### config.mk
export PLATFORM = sky130hd
export DESIGN_NAME = p_fxp_acc_pipe
export DESIGN_NICKNAME = d
export VERILOG_FILES = /design/src/rtl/p_fxp_acc_pipe.sv
export SDC_FILE = /design/constraint.sdc
export NUM_CORES = 1
export LEC_CHECK = 0
export ABC_CLOCK_PERIOD_IN_PS = 2650
export CORE_MARGIN = 1.5
export CORE_UTILIZATION = 44
export CTS_BUF_LIST = sky130_fd_sc_hd__clkbuf_8
export DETAILED_ROUTE_END_ITERATION = 6
export PLACE_DENSITY = 0.78
export SYNTH_ARGS = -nofsm -noshare
export SYNTH_HDL_FRONTEND = slang
export SYNTH_SLANG_ARGS = --single-unit
### constraint.sdc
create_clock -name clk -period 2.65 [get_ports clk]
set_input_delay 0.3975 -clock clk [delete_from_list [all_inputs] [get_ports clk]]
set_output_delay 0.3975 -clock clk [all_outputs]
set_load 0.01 [all_outputs]
### src/rtl/p_fxp_acc_pipe.sv
// Pipelined streaming fixed-point accumulator: registered saturating adder tree per beat,
// then a saturating accumulator across beats up to in_last. Optional macro FXP_ACC_CNT_EN adds out_cnt.

`ifndef DEF_DCONF_FXP
`define DEF_DCONF_FXP '{sign: 1'b1, prec: 8'd8}
`endif
`ifndef Disable
`define Disable 1'b0
`endif

package p_fxp_acc_pipe_pkg;
   typedef struct packed {
      logic       sign;
      logic [7:0] prec;
   } dconf_t;
endpackage

module p_fxp_acc_pipe
   import p_fxp_acc_pipe_pkg::*;
#(
   parameter int      LANE  = 8,
   parameter dconf_t  CONF  = `DEF_DCONF_FXP,
   localparam int     PREC  = int'(CONF.prec),
   localparam int     STAGE = (LANE > 1) ? $clog2(LANE) : 0
)(
   input  logic                       clk,
   input  logic                       reset_,
   input  logic                       in_valid,
   output logic                       in_ready,
   input  logic                       in_last,
   input  logic [LANE-1:0][PREC-1:0]  in,
   output logic                       out_valid,
   input  logic                       out_ready,
   output logic [PREC-1:0]            out,
   output logic                       ovf,
   output logic                       udf,
   output logic                       rounded
`ifdef FXP_ACC_CNT_EN
   ,
   output logic [15:0]                out_cnt
`endif
);

   localparam int NPAD = 1 << STAGE;

   // Returns {clamped, result}; result is clamped to the signed or unsigned range of CONF.
   function automatic logic [PREC:0] sat_add(input logic [PREC-1:0] a, input logic [PREC-1:0] b);
      logic [PREC:0] s;
      logic [PREC:0] r;
      if (CONF.sign) begin
         s = {a[PREC-1], a} + {b[PREC-1], b};
         if (s[PREC] != s[PREC-1])
            r = {1'b1, s[PREC], {(PREC-1){~s[PREC]}}};
         else
            r = {1'b0, s[PREC-1:0]};
      end else begin
         s = {1'b0, a} + {1'b0, b};
         if (s[PREC])
            r = {1'b1, {PREC{1'b1}}};
         else
            r = {1'b0, s[PREC-1:0]};
      end
      return r;
   endfunction

   logic adv;
   logic out_valid_reg;
   assign adv      = !out_valid_reg || out_ready;
   assign in_ready = adv;

   // Valid/last tags, one entry per tree level; level 0 is the input itself.
   genvar gi;
   generate
      for (gi = 0; gi <= STAGE; gi++) begin : g_lvl
         logic vld;
         logic lst;
         if (gi == 0) begin : g_in
            assign vld = in_valid;
            assign lst = in_last;
         end else begin : g_reg
            always_ff @(posedge clk or negedge reset_) begin
               if (!reset_) begin
                  vld <= 1'b0;
                  lst <= 1'b0;
               end else if (adv) begin
                  vld <= g_lvl[gi-1].vld;
                  lst <= g_lvl[gi-1].lst;
               end
            end
         end
      end
   endgenerate

   // Heap-ordered tree: node n has children 2n and 2n+1; leaves NPAD..2*NPAD-1 are the lanes.
   generate
      for (gi = 1; gi < 2*NPAD; gi++) begin : g_node
         logic [PREC-1:0] node_data;
         logic            node_ovf;
         if (gi >= NPAD) begin : g_leaf
            if (gi - NPAD < LANE) begin : g_lane
               assign node_data = in[gi-NPAD];
            end else begin : g_pad
               assign node_data = '0;
            end
            assign node_ovf = 1'b0;
         end else begin : g_add
            logic [PREC:0] sum_next;
            assign sum_next = sat_add(g_node[2*gi].node_data, g_node[2*gi+1].node_data);
            always_ff @(posedge clk or negedge reset_) begin
               if (!reset_) begin
                  node_data <= '0;
                  node_ovf  <= 1'b0;
               end else if (adv) begin
                  node_data <= sum_next[PREC-1:0];
                  node_ovf  <= sum_next[PREC] | g_node[2*gi].node_ovf | g_node[2*gi+1].node_ovf;
               end
            end
         end
      end
   endgenerate

   logic [PREC-1:0] tree_out;
   logic            tree_ovf;
   logic            t_valid;
   logic            t_last;
   assign tree_out = g_node[1].node_data;
   assign tree_ovf = g_node[1].node_ovf;
   assign t_valid  = g_lvl[STAGE].vld;
   assign t_last   = g_lvl[STAGE].lst;

   logic [PREC-1:0] acc_reg;
   logic [PREC-1:0] out_reg;
   logic            first_reg;
   logic            sticky_reg;
   logic            ovf_reg;
   logic [PREC:0]   acc_next;
   logic            beat_ovf;

   assign acc_next = sat_add(first_reg ? '0 : acc_reg, tree_out);
   assign beat_ovf = acc_next[PREC] | tree_ovf;

   always_ff @(posedge clk or negedge reset_) begin
      if (!reset_) begin
         acc_reg       <= '0;
         out_reg       <= '0;
         first_reg     <= 1'b1;
         sticky_reg    <= 1'b0;
         ovf_reg       <= 1'b0;
         out_valid_reg <= 1'b0;
      end else if (adv) begin
         // adv with a pending result implies it is being accepted this cycle.
         out_valid_reg <= 1'b0;
         if (t_valid) begin
            if (t_last) begin
               out_reg       <= acc_next[PREC-1:0];
               ovf_reg       <= sticky_reg | beat_ovf;
               out_valid_reg <= 1'b1;
               acc_reg       <= '0;
               first_reg     <= 1'b1;
               sticky_reg    <= 1'b0;
            end else begin
               acc_reg    <= acc_next[PREC-1:0];
               first_reg  <= 1'b0;
               sticky_reg <= sticky_reg | beat_ovf;
            end
         end
      end
   end

`ifdef FXP_ACC_CNT_EN
   logic [15:0] cnt_reg;
   logic [15:0] out_cnt_reg;
   logic [15:0] cnt_next;
   assign cnt_next = (cnt_reg == 16'hFFFF) ? cnt_reg : cnt_reg + 16'd1;

   always_ff @(posedge clk or negedge reset_) begin
      if (!reset_) begin
         cnt_reg     <= '0;
         out_cnt_reg <= '0;
      end else if (adv && t_valid) begin
         if (t_last) begin
            out_cnt_reg <= cnt_next;
            cnt_reg     <= '0;
         end else begin
            cnt_reg <= cnt_next;
         end
      end
   end
   assign out_cnt = out_cnt_reg;
`endif

   assign out_valid = out_valid_reg;
   assign out       = out_reg;
   assign ovf       = ovf_reg;
   assign udf       = `Disable;
   assign rounded   = `Disable;

endmodule

Yosys cells after proc, flatten, opt, wreduce, memory -nomap -nowiden. Index checks and enable logic that the tools add are counted.

Bits in registers: 89. Logic and storage cells: 75.

Add/subtract/negate cells: 8. Equality and inequality tests: 8. Multiplexer cells: 13. Bitwise logic cells: 16. Reduce and logical (&&, ||, !) cells: 4.

Operators with widths (number): $add A8 B8 Y9 (8); $mux W9 (8); $mux W8 (2); $ne A1 B1 Y1 (8); $not A1 Y1 (8); $or A1 B1 Y1 (8); $mux W1 (3); $reduce_and A3 Y1 (1); $reduce_and A2 Y1 (1); $logic_not A1 Y1 (1); $logic_or A1 B1 Y1 (1).

Depth between registers and ports, before layout.
Depth after elaboration: 7. Gate-level depth with buffers: 12.

Least setup slack after synthesis. No wires, ideal clock.

Path type: flip-flop to flip-flop. Start: register g_node[6].node_data[1]. End: register g_node[3].node_data[2]. Setup time: 0.125 ns. Data arrival time: 2.566 ns. Data required time: 2.525 ns. Setup slack: -0.041 ns. Stages on the path, launching flop included: 13. Clock period less this slack: 2.691 ns. Path through: dfrtp_1 -> ha_1 -> a21o_1 -> a21oi_1 -> o21ai_0 -> and2_1 -> o22ai_1 -> xnor2_1 -> ha_1 -> inv_1 -> a211o_1 -> o21ai_0 -> mux2_2.

Longest elaborated chain between the ends: 3. Elaborated cells on any way between the ends: 4.

RTL lines: start, declared (line 97) `logic [PREC-1:0] node_data;`; start signal, assigned (line 114) `node_data <= sum_next[PREC-1:0];`; $add A8 B8 Y9 (*) (line 51) `s = {a[PREC-1], a} + {b[PREC-1], b};`; $ne A1 B1 Y1 or $not A1 Y1 (tied branches) (line 52, 53); $mux W9 (*) (line 52) `if (s[PREC] != s[PREC-1])`; end signal, assigned (line 114); end, declared (line 97).

Mark *: on every way between the ends. The rest lies on a longest branch, timed or not. A chain may end at the register's enable or synchronous reset.

Worst setup path after layout.
Start: register first_reg. End: register acc_reg[6].

Longest elaborated chain between the ends: 5. Elaborated cells on any way between the ends: 6.

RTL lines: start, declared (line 133) `logic first_reg;`; start signal, assigned (line 146) `first_reg <= 1'b1;`; start signal, assigned (line 159) `first_reg <= 1'b1;`; start signal, assigned (line 163) `first_reg <= 1'b0;`; $mux W8 (*) (line 139) `assign acc_next = sat_add(first_reg ? '0 : acc_reg, tree_out);`; $add A8 B8 Y9 (*) (line 51); $ne A1 B1 Y1 or $not A1 Y1 (tied branches) (line 52, 53); $mux W9 (*) (line 52); $mux W8 (*) (line 154) `if (t_last) begin`; end signal, assigned (line 162) `acc_reg <= acc_next[PREC-1:0];`; end, declared (line 131) `logic [PREC-1:0] acc_reg;`.

Marks and branches as above.

==> impl_metrics.yaml <==
setup_path:
  crit_buf_inv: 2
  arrival_ps: 2860
  max_stage_delay_ps: 590
  worstPathMaxFanout: 5
  start_kind: "flip-flop"
  worstPathRequired_ps: 2930
  worst-setup-path-type: "flip-flop to flip-flop"
  critPathTopFamily: "compound AO/OA/AOI/OAI gates"
  end_kind: "flip-flop"
  slowest_stage: "dfstp_2"
  crit_chain: "nor2b_1 -> ha_2 -> inv_1 -> fa_2 -> nor2b_2 -> o2111a_1 -> o31a_1 -> buf_4 -> o22ai_1 -> a32oi_2 -> o31ai_1"
timing:
  slew_violations: 0
  finClkSkew_ps: 9.63
  fmax_mhz: 388
  finalHoldWorstSlack_ps: 450
  period_minus_slack_ps: 2580
  setup_violations: 0
  hold_viol_final: 0
  finalWorstSetupSlack_ps: 73.9
  rsz0062_at_grt: "true"
  fin_crit_sh_pct: 97.2
clock_network:
  htree_levels: 3
  clkTransAtPathRegs_ps: 90
  cts_buffers: 9
  clock-sinks: 89
  cts_root_buf: "clkbuf_8"
  worst_skew_pair.late_latency_ps: 380
  cts_tree: "done"
  clockBufferDepth: 2
final_layout:
  layout-drive-gt1-share_pct: 20.0
  n_antenna_cell: 0
  fill_cells: 1223
  finalNonFillerCells: 1059
  nets: 1018
  area_growth_pct: 31.7
  largest_reg_flops: 56
yosys:
  avgSynthCellArea_sq_um: 9.09
  ys.flop_type: "dfrtp_1"
  ys_async_sr_fraction_pct: 100
  synth-edff-count: 0
  yosysTopAreaCellShare_pct: 33.5
  ys_types: 76
  yosysWarnings: 0
  postSynthCellCount: 724
  ys_seq_area_share_pct: 33.9
  yosys-top-cells-area: "dfrtp_1 (33%), ha_1 (13%), nand2_1 (4.5%)"
  synth_area_sq_um: 6580
  synth_seq_cells: 89
  synth_top_area_cell: "dfrtp_1"
die:
  die-area_sq_um: 15700
  core_sq_um: 14600
  die_y_um: 125
  io-pin-count: 82
  die_w_um: 125
  initial_core_util_pct: 45.1
  row_count: 44
detailed_routing:
  via_per_inst: 5.48
  wire_per_inst_um: 13.9
  drt_wl_total_mm: 14.7
  vias: 5800
  antenna_left: 0
  drt_iter0_markers: 358
  drc: 0
  firstDrtPassIters: 5
status:
  status: "complete, no violations"
power_and_ir_drop:
  p_leak_nw: 3.81
  ir_worst_vdd_v: 0.000681
  p_per_area_nw_per_um2: 1360
place:
  place_inst: 1022
  dp_worst_setup_slack_ps: -362
  routabilityCongestion: 0.864
  place_hpwl_mm: 10.8
  portBuffers: 79
worst_hold_path:
  hold_class: "input pin to asynchronous set/reset pin"
grt:
  antenna_found_initial: 0
  grt_use_total_pct: 19.0
  grt_pass1_wl_mm: 25.1
  grt_pass1_vias: 5498
  grt-ovfl-total: 0
  grt_max_degree: 71
run:
  maxCapViolCount: 0
worst paths after layout:
path                       slack [ps]                            endpoint  depth (start not counted)                startpoint
setup / recovery                   70              acc_reg[6]$_DFFE_PN0P_                         11     first_reg$_DFFE_PN1P_
max in group asynchronous        1520               first_reg$_DFFE_PN1P_                          3                    reset_
hold / removal                    450  g_node[3].node_data[5]$_DFFE_PN0N_                          2                    reset_
setup reg to reg                   70              acc_reg[6]$_DFFE_PN0P_                         11     first_reg$_DFFE_PN1P_
min in group clk                  470            g_lvl[2].lst$_DFFE_PN0N_                          2  g_lvl[2].lst$_DFFE_PN0N_
hold reg to reg                   470            g_lvl[2].lst$_DFFE_PN0N_                          2  g_lvl[2].lst$_DFFE_PN0N_
layer usage:
metal  global-route usage, %  part of all wire (%)  up-vias
li1                        -                     -     2946
met3                    3.85                   2.8       11
met5                       0                     0        -
met4                    4.41                   1.5        0
met1                    25.2                    47     2753
met2                    31.9                    49       90
logic make-up (layout without fill, tap and decap cells):
group | Yosys count | after routing | synth area share [%]
AO/OA/AOI/OAI | 249 | 249 | 25.7
XOR/XNOR | 40 | 40 | 5.44
adder cells (fa/ha/maj) | 79 | 79 | 15.9
buffers and inverters | 45 | 195 | 2.70
flip-flops | 89 | 89 | 33.9
multiplexers | 6 | 6 | 0.989
other | 1 | 2 | 0.0570
AND/OR/NAND/NOR | 215 | 215 | 15.3
report_power, final:
group          internal [mW]  switching, mW
logic                   4.33           4.02
registers               2.03          0.400
clock network          0.522          0.476
synthesized netlist by cell type (3+ instances only):
cell type and instances:
a32oi_1 3, a21oi_1 47, a31oi_1 11, a21boi_0 3
o21a_1 17, fa_1 8, nor2b_1 13, o21ai_1 5
and3_1 4, nand2b_1 6, xor2_1 17, ha_1 70
nor3_1 19, a211oi_1 16, nor3b_1 3, clkbuf_1 20
nor4_1 3, nand4_1 3, a211o_1 3, o22a_1 3
a22o_1 3, a221o_1 7, dfrtp_1 88, a21o_1 18
nand3_1 6, inv_1 19, o211ai_1 10, or2_2 5
o22ai_1 4, and2_1 4, xnor2_1 22, nand2_1 78
o311ai_1 3, or3_1 3, mux2_2 4, nor2_1 58
o31ai_1 5, o21ai_0 58, o21bai_1 9
worst register-to-register path, stage by stage, from the launching register on:
cell and delay, ps:
dfstp_2 590, nor2b_1 70, ha_2 180, inv_1 80, fa_2 230, nor2b_2 50, o2111a_1 260, o31a_1 370
buf_4 160, o22ai_1 180, a32oi_2 100, o31ai_1 220
layout make-up:
class	instances	area [sq um]	share of cell area, %
Inverter	20	75.1	0.866
Clock inverter	6	83.8	0.967
Sequential cell	89	2230	25.7
Multi-Input combinational cell	591	4470	51.6
Timing Repair Buffer	160	1460	16.8
Tap cell	184	230	2.66
Clock buffer	9	124	1.43
metrics by stage:
step	TNS (ps)	cell area [sq um]	utilization [%]	power (mW)
finish	0	8670	59.4	11.8
global route	-615	8670	59.4	12.8
CTS	0	8270	56.7	10.5
detailed placement	-4430	7990	54.7	9.26
global placement	-3110	7990	54.7	9.01
floorplan	0	6600	-	7.07
placed cells by master (no fill, tap or decap), types with 5 or more instances in the layout:
master	n
a211oi_1	13
a21o_1	18
a21oi_1	37
a21oi_2	9
a221o_1	7
a31oi_1	11
buf_4	73
buf_6	5
clkbuf_8	9
clkdlybuf4s50_1	78
dfrtp_1	87
fa_1	5
ha_1	62
inv_1	16
nand2_1	77
nand2b_1	6
nand3_1	5
nor2_1	57
nor2b_1	11
nor3_1	19
o211ai_1	10
o21a_1	17
o21ai_0	42
o21ai_1	16
o21ai_2	6
o21bai_1	9
or2_2	5
xnor2_1	20
xor2_1	17
what timing repair did:
item | 4_1_cts | 5_1_grt
hold buffers | 1 | 0
endpoints found under the hold margin | 19 | 0
setup buffers | 3 | 18
pin swaps | 4 | 37
resized for setup | 11 | 64
setup endpoints to repair | 18 | 42
Note: power is estimated with default switching activity, not from simulation.
